--- src/rtl/dmi_handler.sv ---
// DMI request handler: one register-bank access per DTM request, one response per request,
// with a sticky busy-error flag that only dmi_reset or rst_n clears.
//
// state  | meaning
// IDLE   | ready for a request; nops go straight to RESP
// ACCESS | one-cycle bank access using the latched request
// RESP   | response held until the DTM accepts it
module dmi_handler #(
  parameter int AddrWidth = 7,
  parameter int DataWidth = 32
) (
  input  logic                 clk,
  input  logic                 rst_n,
  input  logic                 req_valid,
  output logic                 req_ready,
  input  logic [1:0]           req_op,
  input  logic [AddrWidth-1:0] req_addr,
  input  logic [DataWidth-1:0] req_data,
  output logic                 resp_valid,
  input  logic                 resp_ready,
  output logic [1:0]           resp_op,
  output logic [DataWidth-1:0] resp_data,
  input  logic                 dmi_reset,
  output logic [AddrWidth-1:0] reg_addr,
  output logic [DataWidth-1:0] reg_wdata,
  output logic                 reg_write,
  output logic                 reg_read,
  input  logic [DataWidth-1:0] reg_rdata,
  input  logic                 reg_hit,
  input  logic                 reg_busy
);

  typedef enum logic [1:0] {
    IDLE   = 2'd0,
    ACCESS = 2'd1,
    RESP   = 2'd2
  } state_t;

  localparam logic [1:0] OP_READ     = 2'd1;
  localparam logic [1:0] OP_WRITE    = 2'd2;
  localparam logic [1:0] ST_SUCCESS  = 2'd0;
  localparam logic [1:0] ST_FAILED   = 2'd2;
  localparam logic [1:0] ST_BUSY     = 2'd3;

  state_t               state_q, state_d;
  logic [1:0]           op_q;
  logic [AddrWidth-1:0] addr_q;
  logic [DataWidth-1:0] wdata_q;
  logic [1:0]           resp_op_q;
  logic [DataWidth-1:0] resp_data_q;
  logic                 sticky_busy_q;

  logic req_is_rw;
  logic busy_result;
  logic access_ok;

  assign req_is_rw   = (req_op == OP_READ) || (req_op == OP_WRITE);
  assign busy_result = sticky_busy_q || reg_busy;
  assign access_ok   = reg_hit && !busy_result;

  assign reg_addr  = addr_q;
  assign reg_wdata = wdata_q;
  assign resp_op   = resp_op_q;
  assign resp_data = resp_data_q;

  always_comb begin
    state_d    = state_q;
    req_ready  = 1'b0;
    resp_valid = 1'b0;
    reg_write  = 1'b0;
    reg_read   = 1'b0;
    case (state_q)
      IDLE: begin
        req_ready = 1'b1;
        if (req_valid) state_d = req_is_rw ? ACCESS : RESP;
      end
      ACCESS: begin
        reg_write = (op_q == OP_WRITE) && access_ok;
        reg_read  = (op_q == OP_READ) && access_ok;
        state_d   = RESP;
      end
      RESP: begin
        resp_valid = 1'b1;
        if (resp_ready) state_d = IDLE;
      end
      default: state_d = IDLE;
    endcase
  end

  always_ff @(posedge clk) begin
    if (!rst_n) begin
      state_q       <= IDLE;
      op_q          <= 2'd0;
      addr_q        <= '0;
      wdata_q       <= '0;
      resp_op_q     <= ST_SUCCESS;
      resp_data_q   <= '0;
      sticky_busy_q <= 1'b0;
    end else begin
      state_q <= state_d;

      if (state_q == IDLE && req_valid) begin
        op_q    <= req_op;
        addr_q  <= req_addr;
        wdata_q <= req_data;
        if (!req_is_rw) begin
          resp_op_q   <= ST_SUCCESS;
          resp_data_q <= '0;
        end
      end

      if (state_q == ACCESS) begin
        if (busy_result)   resp_op_q <= ST_BUSY;
        else if (!reg_hit) resp_op_q <= ST_FAILED;
        else               resp_op_q <= ST_SUCCESS;
        resp_data_q <= ((op_q == OP_READ) && access_ok) ? reg_rdata : '0;
      end

      // A fresh busy error outranks a dmi_reset arriving in the same cycle.
      if (state_q == ACCESS && busy_result) sticky_busy_q <= 1'b1;
      else if (dmi_reset)                   sticky_busy_q <= 1'b0;
    end
  end

endmodule

--- config.mk ---
export PLATFORM = sky130hd
export DESIGN_NAME = dmi_handler
export DESIGN_NICKNAME = d
export VERILOG_FILES = /design/src/rtl/dmi_handler.sv
export SDC_FILE = /design/constraint.sdc
export NUM_CORES = 1
export LEC_CHECK = 0
export CAP_MARGIN = 20
export CORE_ASPECT_RATIO = 2
export CORE_MARGIN = 10
export CORE_UTILIZATION = 38
export DETAILED_ROUTE_END_ITERATION = 6
export PLACE_DENSITY = 0.73
export SYNTH_ARGS = -nofsm -noshare
export SYNTH_HDL_FRONTEND = slang
export SYNTH_SLANG_ARGS = --single-unit
export TNS_END_PERCENT = 5
--- constraint.sdc ---
create_clock -name clk -period 1.4 [get_ports clk]
set_input_delay 0.28 -clock clk [delete_from_list [all_inputs] [get_ports clk]]
set_output_delay 0.28 -clock clk [all_outputs]
set_load 0.01 [all_outputs]
==> results.yml <==
flow_run:
  maxCapViolCount: 0
pwr:
  power_density_nw_per_um2: 1080
  p_switching_w: 0.00134
  pwr-share-comb: 0.166
  p_leak_nw: 2.86
  p_clk_frac: 0.438
  p_total_w: 0.00598
  vdd_drop_max_v: 0.000773
  p_int_w: 0.00463
  swShare: 0.225
  pwr-share-seq: 0.396
logic_synthesis:
  avgSynthCellArea_um2: 10.7
  ys_types: 28
  synthArstFlopShare: 0
  synth.top_cell.area_share: 0.453
  synth.most_common_cell: "dfxtp_1"
  synth-seq-cells: 78
  synth_commonest_cells: "dfxtp_1 (78), nor2b_1 (43), mux2i_1 (41)"
  synth_fp_nets: 401
  synth_edf_count: 0
  ys_seq_area_frac: 0.453
  synth.area.top_cells: "dfxtp_1 (45%), mux2i_1 (12%), nor4bb_1 (9.3%)"
  synth_area_leader_cell: "dfxtp_1"
  synth_flop_cell: "dfxtp_1"
  synth_area_um2: 3450
  synth_cells: 321
  synth_warnings: 0
clock_network:
  clock-sinks: 78
  root_buffer: "clkbuf_16"
  cts.clk_slew.worst_paths_ns: 0.06
  cts_tree: "yes"
  clk_path_buf_depth: 2
  cts_buffers: 9
  cts_max_level: 3
  holdBufCountCts: 0
  clk_latency_ns: 0.33
place:
  dp_hpwl_um: 8210
  place_congestion: 0.753
  portBuffers: 156
  dpl_worst_slack_ns: -0.693
  placed_area_um2: 5180
global_routing:
  grt_overflow: 0
  antenna_found_initial: 0
  grt_pass1_vias: 3293
  grt_max_degree: 58
  grt_pass1_wl_um: 17400
  grt_use_total: 0.161
timing:
  worst_slack_ns: -0.107
  rsz0062_at_grt: "yes"
  timing.final.crit_share: 1.08
  finalHoldViolations: 0
  fin_skew_ns: 0.00369
  hold_slack_ns: 0.436
  fin_setup_tns_ns: -0.909
  tightest_slew_ns: 0.309
  setup_viol: 41
  drv_slew: 0
  slew_headroom: 0.791
  post-route-min-period_ns: 1.51
  fmax_mhz: 664
critical_path:
  reg2reg_slack_ns: -0.07
  worstReg2RegEnd: "reg_addr[5]"
  worst-path-buf-inv: 1
  arrival_ns: 1.23
  cpLargestDelayFamily: "simple AND/OR/NAND/NOR gates"
  ff2ff_path_depth: 6
  worst-path-max-fanout: 4
  slowest_delay_ns: 0.33
  critPathRequiredTime_ns: 1.12
  end_kind: "output port"
  crit_chain: "nor3b_4, and4b_1, buf_6"
  r2r-start: "state_q[1]"
  start_kind: "register"
  critPathKind: "reg -> out"
  cp_slowest_cell: "dfxtp_2"
drt:
  vias_per_cell: 5.14
  routed_wl_um: 11100
  ant_nets: 0
  drt-initial-drc-count: 106
  post_drt_wl_per_cell_um: 18.8
  num_vias: 3020
  dr.pass1.iters: 4
  drc: 0
finish:
  syn2layout_area_growth_pct: 59.8
  drive_gt1_frac: 0.105
  final_nets: 561
  antennaDiodeCount: 0
  final_area_um2: 5510
floorplan:
  design.die.area_um2: 13500
  pin_count: 157
  placementRows: 49
  die_h_um: 155
  die_w_um: 87.4
  initial_core_util: 0.385
  core_um2: 8950
hold_path:
  min_to: "state_q[1]"
  hold_class: "in -> reg"
  min_path_cells: 4
  min_from: "rst_n"
run_status:
  status: "finished, violations left"
  violations: "setup timing"
cell usage in the layout (no fill, tap or decap), types with 2 or more instances in the layout:
master           Yosys  layout
a211o_1             32      32
a21oi_1              2       2
and3_1              33      33
buf_12               0       6
buf_2                6       4
buf_4                2      11
buf_6                8       7
bufinv_16            0       3
clkbuf_1            16       3
clkbuf_16            0       9
clkdlybuf4s50_1      0      73
dfxtp_1             78      76
dlygate4sd2_1        0      78
inv_1                2       2
mux2i_1             41      41
nand2_1              3       3
nand2b_1             3       3
nor2_1               4       4
nor2b_1             43      42
nor3b_4              0       2
nor4bb_1            32      32
o21ai_0              3       3
power groups by stage:
stage	combinational [W]	sequential (W)	clock (W)
after floorplan	0.000398	0.00245	0
after global placement	0.000988	0.00242	0
after detailed placement	0.00100	0.00242	0
after CTS	0.000997	0.00237	0.00266
after global routing	0.00107	0.00238	0.00275
final	0.000993	0.00237	0.00262
metrics by stage:
stage	cells	util
2_1_floorplan	321	-
3_3_place_gp	566	0.578
3_5_place_dp	566	0.578
4_1_cts	586	0.614
5_1_grt	588	0.616
6_report	588	0.616
timing repair:
item | 4_1_cts | 5_1_grt
setup endpoints to repair | 150 | 76
setup buffers | 2 | 2
cloned | 2 | 0
resized for setup | 107 | 5
pin swaps | 6 | 5
worst reg2reg max path: stages, from the launching register on:
cell,delay (ns)
dfxtp_4,0.36
buf_6,0.12
nor3b_4,0.29
buf_4,0.17
buf_8,0.13
mux2i_1,0.22
nor2b_1,0.07
layer usage:
layer,wire (µm),global-route usage,vias to the layer above
li1,-,-,1480
met1,3990,0.155,1424
met2,6140,0.301,102
met3,714,0.0489,14
met4,231,0.0595,0
met5,0,0,-
layout make-up:
class	instances	area (µm²)
clock inverters	4	95.1
flip-flops and latches	78	1570
repair buffers	181	1760
clock buffers	12	236
fillers	789	3440
multi-input cells	209	1720
well taps	102	128
inverters	2	7.51
worst max path at each step:
stage          cells past startpoint  slack (ns)           from            end
6_report                           3       -0.11  sticky_busy_q      reg_write
5_1_grt                            3       -0.19  sticky_busy_q      reg_write
4_1_cts                            3       -0.14  sticky_busy_q      reg_write
3_5_place_dp                       4       -0.69       reg_busy      reg_write
3_3_place_gp                       4       -0.69       reg_busy      reg_write
2_1_floorplan                      6        0.09     state_q[1]  resp_data[30]
state kept, by name, summed over array words and instances (netlist names):
signal         flops
reg_addr           7
sticky_busy_q      1
state_q            2
reg_wdata         32
op_q               2
resp_data         32
resp_op            2
kinds of logic after synthesis:
logic type / share of synthesized area
AND/OR/NAND/NOR: 0.265
flip-flops: 0.453
AO/OA/AOI/OAI: 0.100
multiplexers: 0.119
buffers and inverters: 0.0588
XOR/XNOR: 0.00472
(Power assumes the default switching activity.)
